## src/rtl/pipe_hazard_ctrl_pkg.sv

```systemverilog
// Shared types and constants for the pipeline hazard controller.
package pipe_ctrl_pkg;

   localparam int REG_W_DEF = 5;

   typedef enum logic [1:0] {
      RUN      = 2'd0,
      MEM_WAIT = 2'd1,
      HALT     = 2'd2
   } state_e;

   // bit positions in the stage enable/clear vectors
   localparam int STG_IFID  = 0;
   localparam int STG_IDEX  = 1;
   localparam int STG_EXMEM = 2;
   localparam int STG_MEMWB = 3;
   localparam int N_STG     = 4;

endpackage

```

## src/rtl/pipe_hazard_ctrl_if.sv

```systemverilog
// Hazard/sequencing bundle between the datapath and the pipeline controller.
interface pipe_hazard_ctrl_if
   import pipe_ctrl_pkg::*;
#(
   parameter int REG_W = REG_W_DEF
);
   logic [REG_W-1:0] id_r1;
   logic [REG_W-1:0] id_r2;
   logic             id_r1_used;
   logic             id_r2_used;
   logic             ex_memtoreg;
   logic             ex_regwrite;
   logic [REG_W-1:0] ex_write_reg;
   logic             ex_redirect;
   logic             mem_busy;
   logic             wb_syscall;
   logic             resume;

   logic             pc_en;
   logic             ifid_en;
   logic             idex_en;
   logic             exmem_en;
   logic             memwb_en;
   logic             ifid_clr;
   logic             idex_clr;
   logic             exmem_clr;
   logic             memwb_clr;
   logic             halted;
   logic             mem_err;
   logic [1:0]       state;

   modport master (
      output id_r1, id_r2, id_r1_used, id_r2_used, ex_memtoreg, ex_regwrite,
             ex_write_reg, ex_redirect, mem_busy, wb_syscall, resume,
      input  pc_en, ifid_en, idex_en, exmem_en, memwb_en,
             ifid_clr, idex_clr, exmem_clr, memwb_clr, halted, mem_err, state
   );

   modport slave (
      input  id_r1, id_r2, id_r1_used, id_r2_used, ex_memtoreg, ex_regwrite,
             ex_write_reg, ex_redirect, mem_busy, wb_syscall, resume,
      output pc_en, ifid_en, idex_en, exmem_en, memwb_en,
             ifid_clr, idex_clr, exmem_clr, memwb_clr, halted, mem_err, state
   );

endinterface

```

## src/rtl/pipe_hazard_ctrl_load_use_detect.sv

```systemverilog
// Combinational load-use comparator: a load in EX feeding a source read in ID.
module load_use_detect
   import pipe_ctrl_pkg::*;
#(
   parameter int REG_W = REG_W_DEF
) (
   input  logic [REG_W-1:0] id_r1,
   input  logic [REG_W-1:0] id_r2,
   input  logic             id_r1_used,
   input  logic             id_r2_used,
   input  logic             ex_memtoreg,
   input  logic             ex_regwrite,
   input  logic [REG_W-1:0] ex_write_reg,
   output logic             load_use
);

   logic r1_hit;
   logic r2_hit;

   assign r1_hit   = id_r1_used & (id_r1 == ex_write_reg);
   assign r2_hit   = id_r2_used & (id_r2 == ex_write_reg);
   // $0 is hardwired, so a load targeting it never creates a dependency
   assign load_use = ex_memtoreg & ex_regwrite & (ex_write_reg != '0) & (r1_hit | r2_hit);

endmodule

```

## src/rtl/pipe_hazard_ctrl.sv

```systemverilog
// Pipeline sequencing controller: stalls, flushes, memory waits, syscall halt.
// Optional perf counters (cyc/stall/flush) are built when PIPE_PERF_CNT_EN is defined.
//
// state    | meaning
// RUN      | normal issue; load-use bubble and redirect flush handled here
// MEM_WAIT | data memory busy, whole pipe frozen, timeout down-counter running
// HALT     | syscall or memory timeout; resume rising edge exits unless mem_err
module pipe_hazard_ctrl
   import pipe_ctrl_pkg::*;
#(
   parameter int REG_W       = REG_W_DEF,
   parameter int MEM_TIMEOUT = 15,
   parameter int CNT_W       = 32
) (
   input  logic               clk,
   input  logic               rst_n,
   pipe_hazard_ctrl_if.slave  hz
`ifdef PIPE_PERF_CNT_EN
   ,
   output logic [CNT_W-1:0]   cyc_cnt,
   output logic [CNT_W-1:0]   stall_cnt,
   output logic [CNT_W-1:0]   flush_cnt
`endif
);

   // wait timer counts down from MEM_TIMEOUT-1 (loaded on entry) to zero
   localparam logic [7:0] WCNT_LOAD = 8'(MEM_TIMEOUT - 1);

   state_e           state_q, state_d;
   logic [7:0]       wcnt_q, wcnt_d;
   logic             resume_q;
   logic             mem_err_q, mem_err_d;
   logic             load_use;
   logic             resume_rise;
   logic             pc_en_c;
   logic             halted_c;
   logic [N_STG-1:0] stg_en;
   logic [N_STG-1:0] stg_clr;

   load_use_detect #(.REG_W(REG_W)) u_lud (
      .id_r1        (hz.id_r1),
      .id_r2        (hz.id_r2),
      .id_r1_used   (hz.id_r1_used),
      .id_r2_used   (hz.id_r2_used),
      .ex_memtoreg  (hz.ex_memtoreg),
      .ex_regwrite  (hz.ex_regwrite),
      .ex_write_reg (hz.ex_write_reg),
      .load_use     (load_use)
   );

   assign resume_rise = hz.resume & ~resume_q;

   always_ff @(posedge clk or negedge rst_n) begin
      if (!rst_n) begin
         state_q   <= RUN;
         wcnt_q    <= '0;
         resume_q  <= 1'b0;
         mem_err_q <= 1'b0;
      end else begin
         state_q   <= state_d;
         wcnt_q    <= wcnt_d;
         resume_q  <= hz.resume;
         mem_err_q <= mem_err_d;
      end
   end

   always_comb begin
      state_d   = state_q;
      wcnt_d    = wcnt_q;
      mem_err_d = mem_err_q;
      pc_en_c   = 1'b0;
      stg_en    = '0;
      stg_clr   = '0;
      halted_c  = 1'b0;
      case (state_q)
         RUN: begin
            if (hz.mem_busy) begin
               state_d = MEM_WAIT;
               wcnt_d  = WCNT_LOAD;
            end else if (hz.wb_syscall) begin
               state_d = HALT;
            end else if (hz.ex_redirect) begin
               pc_en_c            = 1'b1;
               stg_en             = '1;
               stg_clr[STG_IFID]  = 1'b1;
               stg_clr[STG_IDEX]  = 1'b1;
            end else if (load_use) begin
               stg_en[STG_EXMEM]  = 1'b1;
               stg_en[STG_MEMWB]  = 1'b1;
               stg_clr[STG_IDEX]  = 1'b1;
            end else begin
               pc_en_c = 1'b1;
               stg_en  = '1;
            end
         end
         MEM_WAIT: begin
            if (!hz.mem_busy) begin
               state_d = RUN;
            end else if (wcnt_q == '0) begin
               mem_err_d = 1'b1;
               state_d   = HALT;
            end else begin
               wcnt_d = wcnt_q - 8'd1;
            end
         end
         HALT: begin
            halted_c = 1'b1;
            // one full-advance cycle lets the syscall retire out of WB
            if (resume_rise && !mem_err_q) begin
               state_d = RUN;
               pc_en_c = 1'b1;
               stg_en  = '1;
            end
         end
         default: state_d = RUN;
      endcase
   end

   // reset forces every stage register to clear regardless of state
   assign hz.pc_en     = rst_n & pc_en_c;
   assign hz.ifid_en   = rst_n & stg_en[STG_IFID];
   assign hz.idex_en   = rst_n & stg_en[STG_IDEX];
   assign hz.exmem_en  = rst_n & stg_en[STG_EXMEM];
   assign hz.memwb_en  = rst_n & stg_en[STG_MEMWB];
   assign hz.ifid_clr  = ~rst_n | stg_clr[STG_IFID];
   assign hz.idex_clr  = ~rst_n | stg_clr[STG_IDEX];
   assign hz.exmem_clr = ~rst_n | stg_clr[STG_EXMEM];
   assign hz.memwb_clr = ~rst_n | stg_clr[STG_MEMWB];
   assign hz.halted    = rst_n & halted_c;
   assign hz.mem_err   = mem_err_q;
   assign hz.state     = state_q;

`ifdef PIPE_PERF_CNT_EN
   logic [CNT_W-1:0] cyc_cnt_q, cyc_cnt_d;
   logic [CNT_W-1:0] stall_cnt_q, stall_cnt_d;
   logic [CNT_W-1:0] flush_cnt_q, flush_cnt_d;
   logic             run_free;

   assign run_free = (state_q == RUN) & ~hz.mem_busy & ~hz.wb_syscall;

   always_comb begin
      cyc_cnt_d   = cyc_cnt_q;
      stall_cnt_d = stall_cnt_q;
      flush_cnt_d = flush_cnt_q;
      if (state_q != HALT)
         cyc_cnt_d = cyc_cnt_q + CNT_W'(1);
      if (((state_q == RUN) & hz.mem_busy) | (state_q == MEM_WAIT) |
          (run_free & ~hz.ex_redirect & load_use))
         stall_cnt_d = stall_cnt_q + CNT_W'(1);
      if (run_free & hz.ex_redirect)
         flush_cnt_d = flush_cnt_q + CNT_W'(1);
   end

   always_ff @(posedge clk or negedge rst_n) begin
      if (!rst_n) begin
         cyc_cnt_q   <= '0;
         stall_cnt_q <= '0;
         flush_cnt_q <= '0;
      end else begin
         cyc_cnt_q   <= cyc_cnt_d;
         stall_cnt_q <= stall_cnt_d;
         flush_cnt_q <= flush_cnt_d;
      end
   end

   assign cyc_cnt   = cyc_cnt_q;
   assign stall_cnt = stall_cnt_q;
   assign flush_cnt = flush_cnt_q;
`endif

endmodule

```

## src/flat_wrapper.sv

```systemverilog
// flat-port wrapper written by rule: the top's interface ports become plain ports
module pipe_hazard_ctrl_flat import pipe_ctrl_pkg::*;
#(
   parameter int REG_W       = REG_W_DEF,
   parameter int MEM_TIMEOUT = 15,
   parameter int CNT_W       = 32
)
  (clk, rst_n, hz_id_r1, hz_id_r2, hz_id_r1_used, hz_id_r2_used, hz_ex_memtoreg, hz_ex_regwrite, hz_ex_write_reg, hz_ex_redirect, hz_mem_busy, hz_wb_syscall, hz_resume, hz_pc_en, hz_ifid_en, hz_idex_en, hz_exmem_en, hz_memwb_en, hz_ifid_clr, hz_idex_clr, hz_exmem_clr, hz_memwb_clr, hz_halted, hz_mem_err, hz_state);
  pipe_hazard_ctrl_if #(.REG_W(REG_W)) hz_i ();
  input  logic clk;
  input  logic rst_n;
  input wire logic [$bits(hz_i.id_r1)-1:0] hz_id_r1;
  input wire logic [$bits(hz_i.id_r2)-1:0] hz_id_r2;
  input wire logic [$bits(hz_i.id_r1_used)-1:0] hz_id_r1_used;
  input wire logic [$bits(hz_i.id_r2_used)-1:0] hz_id_r2_used;
  input wire logic [$bits(hz_i.ex_memtoreg)-1:0] hz_ex_memtoreg;
  input wire logic [$bits(hz_i.ex_regwrite)-1:0] hz_ex_regwrite;
  input wire logic [$bits(hz_i.ex_write_reg)-1:0] hz_ex_write_reg;
  input wire logic [$bits(hz_i.ex_redirect)-1:0] hz_ex_redirect;
  input wire logic [$bits(hz_i.mem_busy)-1:0] hz_mem_busy;
  input wire logic [$bits(hz_i.wb_syscall)-1:0] hz_wb_syscall;
  input wire logic [$bits(hz_i.resume)-1:0] hz_resume;
  output wire logic [$bits(hz_i.pc_en)-1:0] hz_pc_en;
  output wire logic [$bits(hz_i.ifid_en)-1:0] hz_ifid_en;
  output wire logic [$bits(hz_i.idex_en)-1:0] hz_idex_en;
  output wire logic [$bits(hz_i.exmem_en)-1:0] hz_exmem_en;
  output wire logic [$bits(hz_i.memwb_en)-1:0] hz_memwb_en;
  output wire logic [$bits(hz_i.ifid_clr)-1:0] hz_ifid_clr;
  output wire logic [$bits(hz_i.idex_clr)-1:0] hz_idex_clr;
  output wire logic [$bits(hz_i.exmem_clr)-1:0] hz_exmem_clr;
  output wire logic [$bits(hz_i.memwb_clr)-1:0] hz_memwb_clr;
  output wire logic [$bits(hz_i.halted)-1:0] hz_halted;
  output wire logic [$bits(hz_i.mem_err)-1:0] hz_mem_err;
  output wire logic [$bits(hz_i.state)-1:0] hz_state;
  assign hz_i.id_r1 = hz_id_r1;
  assign hz_i.id_r2 = hz_id_r2;
  assign hz_i.id_r1_used = hz_id_r1_used;
  assign hz_i.id_r2_used = hz_id_r2_used;
  assign hz_i.ex_memtoreg = hz_ex_memtoreg;
  assign hz_i.ex_regwrite = hz_ex_regwrite;
  assign hz_i.ex_write_reg = hz_ex_write_reg;
  assign hz_i.ex_redirect = hz_ex_redirect;
  assign hz_i.mem_busy = hz_mem_busy;
  assign hz_i.wb_syscall = hz_wb_syscall;
  assign hz_i.resume = hz_resume;
  assign hz_pc_en = hz_i.pc_en;
  assign hz_ifid_en = hz_i.ifid_en;
  assign hz_idex_en = hz_i.idex_en;
  assign hz_exmem_en = hz_i.exmem_en;
  assign hz_memwb_en = hz_i.memwb_en;
  assign hz_ifid_clr = hz_i.ifid_clr;
  assign hz_idex_clr = hz_i.idex_clr;
  assign hz_exmem_clr = hz_i.exmem_clr;
  assign hz_memwb_clr = hz_i.memwb_clr;
  assign hz_halted = hz_i.halted;
  assign hz_mem_err = hz_i.mem_err;
  assign hz_state = hz_i.state;
  pipe_hazard_ctrl #(.REG_W(REG_W), .MEM_TIMEOUT(MEM_TIMEOUT), .CNT_W(CNT_W)) u_core (.clk(clk), .rst_n(rst_n), .hz(hz_i));
endmodule
```

## config.mk

```make
export PLATFORM = sky130hd
export DESIGN_NAME = pipe_hazard_ctrl_flat
export DESIGN_NICKNAME = d
export VERILOG_FILES = /design/src/rtl/pipe_hazard_ctrl_pkg.sv /design/src/rtl/pipe_hazard_ctrl_if.sv /design/src/rtl/pipe_hazard_ctrl_load_use_detect.sv /design/src/rtl/pipe_hazard_ctrl.sv /design/src/flat_wrapper.sv
export SDC_FILE = /design/constraint.sdc
export NUM_CORES = 1
export LEC_CHECK = 0
export ABC_AREA = 1
export CAP_MARGIN = 25
export CORE_MARGIN = 4
export CORE_UTILIZATION = 47
export DETAILED_ROUTE_END_ITERATION = 10
export GPL_TIMING_DRIVEN = 0
export PLACE_DENSITY = 0.95
export SETUP_SLACK_MARGIN = 0.02
export SYNTH_ARGS = -nofsm -noshare
export SYNTH_HDL_FRONTEND = slang
export SYNTH_SLANG_ARGS = --single-unit
```

## constraint.sdc

```tcl
create_clock -name clk -period 2.5 [get_ports clk]
set_clock_uncertainty 0.15 [all_clocks]
set_input_delay 0.25 -clock clk [delete_from_list [all_inputs] [get_ports clk]]
set_output_delay 0.25 -clock clk [all_outputs]
set_load 0.02 [all_outputs]
```

# Yosys cells after proc, flatten, opt, wreduce, memory -nomap -nowiden
# Index checks and enable logic that the tools add are counted.
# Widths: inputs -> output; s select.
dict set report word_totals {
  ramBits 0
  memories 0
  reg_bits 12
  output_inout_bits 13
  romBits 0
  wordCells 70
  latchBits 0
}
dict set report classes {
  reduce_logical 9
  n_bitwise 17
  multipliers 0
  n_div 0
  magnitude_cmp 0
  shifts 0
  n_mux 29
  n_addsub 1
  n_eq_ne 10
}
# cell count
set op_table {}
lappend op_table {{$mux 8} 3}
lappend op_table {{$mux 2} 10}
lappend op_table {{$pmux 8 s2} 1}
lappend op_table {{$and 1x1->1} 12}
lappend op_table {{$mux 4} 3}
lappend op_table {{$eq 5x5->1} 2}
lappend op_table {{$mux 1} 9}
lappend op_table {{$logic_not 8->1} 1}
lappend op_table {{$pmux 4 s2} 1}
lappend op_table {{$sub 8x1->8 const B} 1}
lappend op_table {{$ne 2x2->1 const B} 3}
lappend op_table {{$pmux 2 s3} 1}
lappend op_table {{$reduce_and 3->1} 2}
lappend op_table {{$reduce_bool 5->1} 1}
lappend op_table {{$reduce_and 4->1} 1}
lappend op_table {{$ne 3x2->1 const B} 1}
lappend op_table {{$ne 3x3->1 const B} 1}
lappend op_table {{$or 1x1->1} 3}
lappend op_table {{$eq 2x1->1 const B} 1}
lappend op_table {{$eq 2x2->1 const B} 1}
lappend op_table {{$logic_not 2->1} 1}
lappend op_table {{$ne 2x1->1 const B} 1}
lappend op_table {{$not 1->1} 2}
lappend op_table {{$pmux 1 s2} 1}
lappend op_table {{other kinds (3)} 3}

# Depth between registers and ports, before layout
dict set report depth {
  depth_word 10
  depth_mapped 10
  mapped_depth_nobuf 9
}

# Modules after synthesis
# Synthesis repeated with hierarchy kept, for this count alone.
dict set report hier_totals {
  cells_unflattened 168
  hier_area_um2 1024.7
}
# mod area_each_um2 cells_each n_inst seq_area_each_um2
set modules_own_cells {}
lappend modules_own_cells {pipe_hazard_ctrl 804.5 112 1 300.3}
lappend modules_own_cells {load_use_detect 220.2 56 1 0.0}

# Least setup slack after synthesis
# OpenSTA, ideal clock, no wires.
dict set report synth_path {
  path_kind {flip-flop to output port}
  start {reg u_core.state_q[1] (netlist: u_core.hz.state[1])}
  end {out hz_ifid_en}
  slack_ps 396
  arrival_ps 1704
  n_path_buf 1
  stages_incl_launch_ff 9
  required_ps 2100
  cell_sequence {dfrtp_1 > nor2_1 > nand2_1 > nor2_1 > nor2_1 > nor2_1 > nand2_1 > inv_1 > buf_4}
}
dict set report synth_between {
  elab_chain_cells 3
  elab_cells_between_ends 4
  cone_classes {eq/ne (1); mux (1); bitwise (1); reduce/logical (1)}
}
# item line_no
set synth_lines {}
lappend synth_lines {{start: declaration} pipe_hazard_ctrl.sv:29} ;# state_e state_q, state_d;
lappend synth_lines {{start signal: assignment} pipe_hazard_ctrl.sv:60} ;# state_q <= state_d;
lappend synth_lines {{$eq 2x2->1 / $logic_not 2->1 (equally long branches)} pipe_hazard_ctrl.sv:75} ;# case (state_q)
lappend synth_lines {{$pmux 4 s2 *} pipe_hazard_ctrl.sv:75}
lappend synth_lines {{$and 1x1->1 *} pipe_hazard_ctrl.sv:121} ;# assign hz.ifid_en = rst_n & stg_en[STG_IFID];
lappend synth_lines {{end: declaration} flat_wrapper.sv:24} ;# output wire logic [$bits(hz_i.ifid_en)-1:0] hz_ifid_en;
# Every way passes the cells marked *; elsewhere a longest branch is shown, timed or not.

# Worst setup path after layout
dict set report layout_path {
  start {reg u_core.state_q[1] (netlist: u_core.hz.state[1])}
  end {out hz_ifid_clr}
}
dict set report layout_between {
  elab_chain_cells 3
}
# item line_no
set layout_lines {}
lappend layout_lines {{$logic_not 2->1} pipe_hazard_ctrl.sv:75}
lappend layout_lines {{$mux 2} pipe_hazard_ctrl.sv:75}
lappend layout_lines {{$or 1x1->1} pipe_hazard_ctrl.sv:125} ;# assign hz.ifid_clr = ~rst_n | stg_clr[STG_IFID];
lappend layout_lines {{end: declaration} flat_wrapper.sv:28} ;# output wire logic [$bits(hz_i.ifid_clr)-1:0] hz_ifid_clr;
# Every way passes these cells.

==> metrics.md <==
| Metric | Value |
|---|---|
| Hold crit path type | `input pin to register` |
| Sequential share of the synthesized area | `29.85%` |
| Worst-path maximum fanout | `5` |
| Post-route ant nets | `0` |
| Compound-cell area share of the yosys netlist | `8.582%` |
| Routed wire length | `2.611 mm` |
| Xor/xnor share of the synthesized area | `1.741%` |
| Routability cong. | `0.8447` |
| Max Slew Vio Count | `0` |
| Setup violations, final | `0` |
| Most frequent cells in the layout | `nand2_1, inv_1, clkdlybuf4s50_1, nor2_1, dfrtp_1` |
| Clock slew at reported path FFs | `0.08 ns` |
| Ant. Diodes | `0` |
| CP Data Required Time | `2.10 ns` |
| Max Buffers Root-to-Sink | `2` |
| Die Area | `0.002945 mm^2` |
| RSZ-0062 raised after global routing | `no` |
| Status | `finished, final reports clean` |
| Clock latency of the later-clocked register in the worst-skew pair | `0.28 ns` |
| Commonest non-fill, non-tap cell in the layout | `nand2_1` |
| Post-detail-place hpwl | `2.196 mm` |
| Avg WL per Cell | `11.40 um` |
| Post-synthesis cell count | `160` |
| DR vias/cell | `4.799` |
| Final core utilization | `72.94%` |
| Crit start category | `register` |
| Power Total | `1.031 mW` |
| Slew Limit Headroom | `63.18%` |
| Root Driver | `clkbuf_4` |
| Top cells by area, synth | `dfrtp_1, nand2_1, inv_1` |
| H-tree levels | `1` |
| Critical path data arrival time | `1.94 ns` |
| Row count | `16` |
| Yosys top cell area share | `29.85%` |
| Die width | `54.27 um` |
| Starting DRC count in detailed routing | `26` |
| Total CTS buffers | `3` |
| Adder-Cell Fraction of Synth Area | `2.488%` |
| Die Height | `54.27 um` |
| Mapped Area | `0.001006 mm^2` |
| PD cells | `706.4 mW/mm^2` |
| Critical path capture point type | `primary output` |
| Leak pwr | `0.8138 nW` |
| IO Pins | `38` |
| Part of the cycle the worst path needs | `93.61%` |
| Synth Area in Simple Gates | `40.17%` |
| Initial Utilization | `50.25%` |
| Clock Sinks | `12` |
| GRT overflow | `0` |
| Syn avg cell area | `6.287 um^2` |
| Max Fclk | `0.4273 GHz` |
| Fin. Hold Viols | `0` |
| Net Count, Synth | `187` |
| Critical path type | `register to primary output` |
| Largest net degree at the start of global routing | `13` |
| Number of port buffers | `37` |
| Ys Warns | `0` |
| Vias in the first global route | `1015` |
| Final Net Count | `230` |
| Unique masters post-synth | `23` |
| Slew @ Worst Pin | `0.5504 ns` |
| Initial antenna violation count | `0` |
| Synth area leader | `dfrtp_1` |
| Vias | `1099` |
| Post-synthesis mux area share | `0%` |
| CTS tree | `done` |
| Area growth syn-to-layout | `45.15%` |
| Fraction of layout cells with a size suffix above 1 | `11.88%` |
| Maxcap violations | `0` |
| DRC violations left | `0` |
| Peak supply drop | `0.0006979 V` |
| GR Util All Layers | `20.15%` |
| Yosys reg bits | `12` |
| Tmin final | `2.340 ns` |
| Core box area | `0.002002 mm^2` |
| Global-route wire length before repair | `4.333 mm` |
| Main combinational cell family by area after synthesis | `simple AND/OR/NAND/NOR gates` |
| Total iterations of the first detailed-routing run | `4` |
## synthesized netlist by cell type
cell type	instances
nand3_1	10
nand2_2	6
nand4_1	5
inv_1	33
nand3b_1	1
dfrtp_1	12
nor2_4	1
nor2_1	24
inv_2	2
nor3b_4	1
a21oi_1	1
a31oi_1	1
xnor2_1	1
buf_4	4
a21o_2	1
ha_1	2
o31ai_2	1
xor2_1	1
buf_6	1
o21ai_0	4
o21ai_2	1
o21ai_1	5
nand2_1	42
## metal layers
metal	GRT usage [%]	vias to the layer above	share of wire (%)
met5	0	-	0
met4	4.564	0	0.65
met3	5.995	5	8.8
met2	36.45	42	49
met1	23.09	479	42
li1	-	573	-
## critical path, stage by stage (launching register included)
cell             delay [ns]
dfrtp_1                0.44
nor2_1                 0.16
nand2_1                0.10
nor2_2                 0.13
inv_1                  0.09
o21ai_2                0.13
clkdlybuf4s50_1        0.62
## power breakdown
| part | total (mW) | internal, mW | switching (mW) |
|---|---|---|---|
| clock network | 0.156 | 0.0886 | 0.0675 |
| logic | 0.573 | 0.241 | 0.332 |
| registers | 0.302 | 0.249 | 0.0535 |
## worst paths after layout
path | start | to | slack, ns | cells after the start
worst max-delay path | u_core.hz.state[1] | hz_ifid_clr | 0.16 | 6
worst min-delay path | hz_resume | u_core.resume_q | 0.28 | 1
worst max register to register | u_core.wcnt_q[0] | u_core.wcnt_q[2] | 0.76 | 9
worst min register to register | u_core.hz.mem_err | u_core.hz.mem_err | 0.35 | 2
max in group asynchronous | rst_n | u_core.wcnt_q[3] | 1.29 | 2
min in group asynchronous | rst_n | u_core.wcnt_q[6] | 0.54 | 2
## through the flow
stage	worst slack [ns]	hold slack, ns	TNS, ns	instances	area, um^2
after detailed placement	-0.3295	0.3313	-1.259	224	1410
after global routing	0.04034	0.2887	0	229	1460
after CTS	0.03552	0.2764	0	229	1450
after floorplan	0.3963	-0.1956	0	160	1006
after global placement	-0.2772	0.3214	-0.9602	224	1410
final	0.1597	0.2811	0	229	1460
## cell families after synthesis
family | Yosys count
simple gates | 90
buf+inv | 40
compound gates | 14
flops | 12
xor+xnor | 2
fa+ha+maj | 2
## cell type report
class | instances | area [um^2]
inverters | 35 | 131.4
clock buffers | 4 | 36.28
flip-flops and latches | 12 | 300.3
repair buffers | 38 | 379.1
fillers | 154 | 541.8
well taps | 27 | 33.78
multi-input cells | 108 | 538.0
plain buffers | 5 | 41.29
## state kept, by name, summed over array words and instances (netlist names)
register and flops:
u_core.hz.mem_err 1, u_core.resume_q 1, u_core.wcnt_q 8, u_core.hz.state 2
## timing repair
item                                   in CTS  in global routing
setup endpoints to repair                   6                  6
endpoints found under the hold margin      12                  0
pin swaps                                   0                  0
hold buffers                                1                  0
resized for setup                           5                  4
cloned                                      0                  0
setup buffers                               0                  0
No activity file was read; power rests on OpenSTA's default activity.
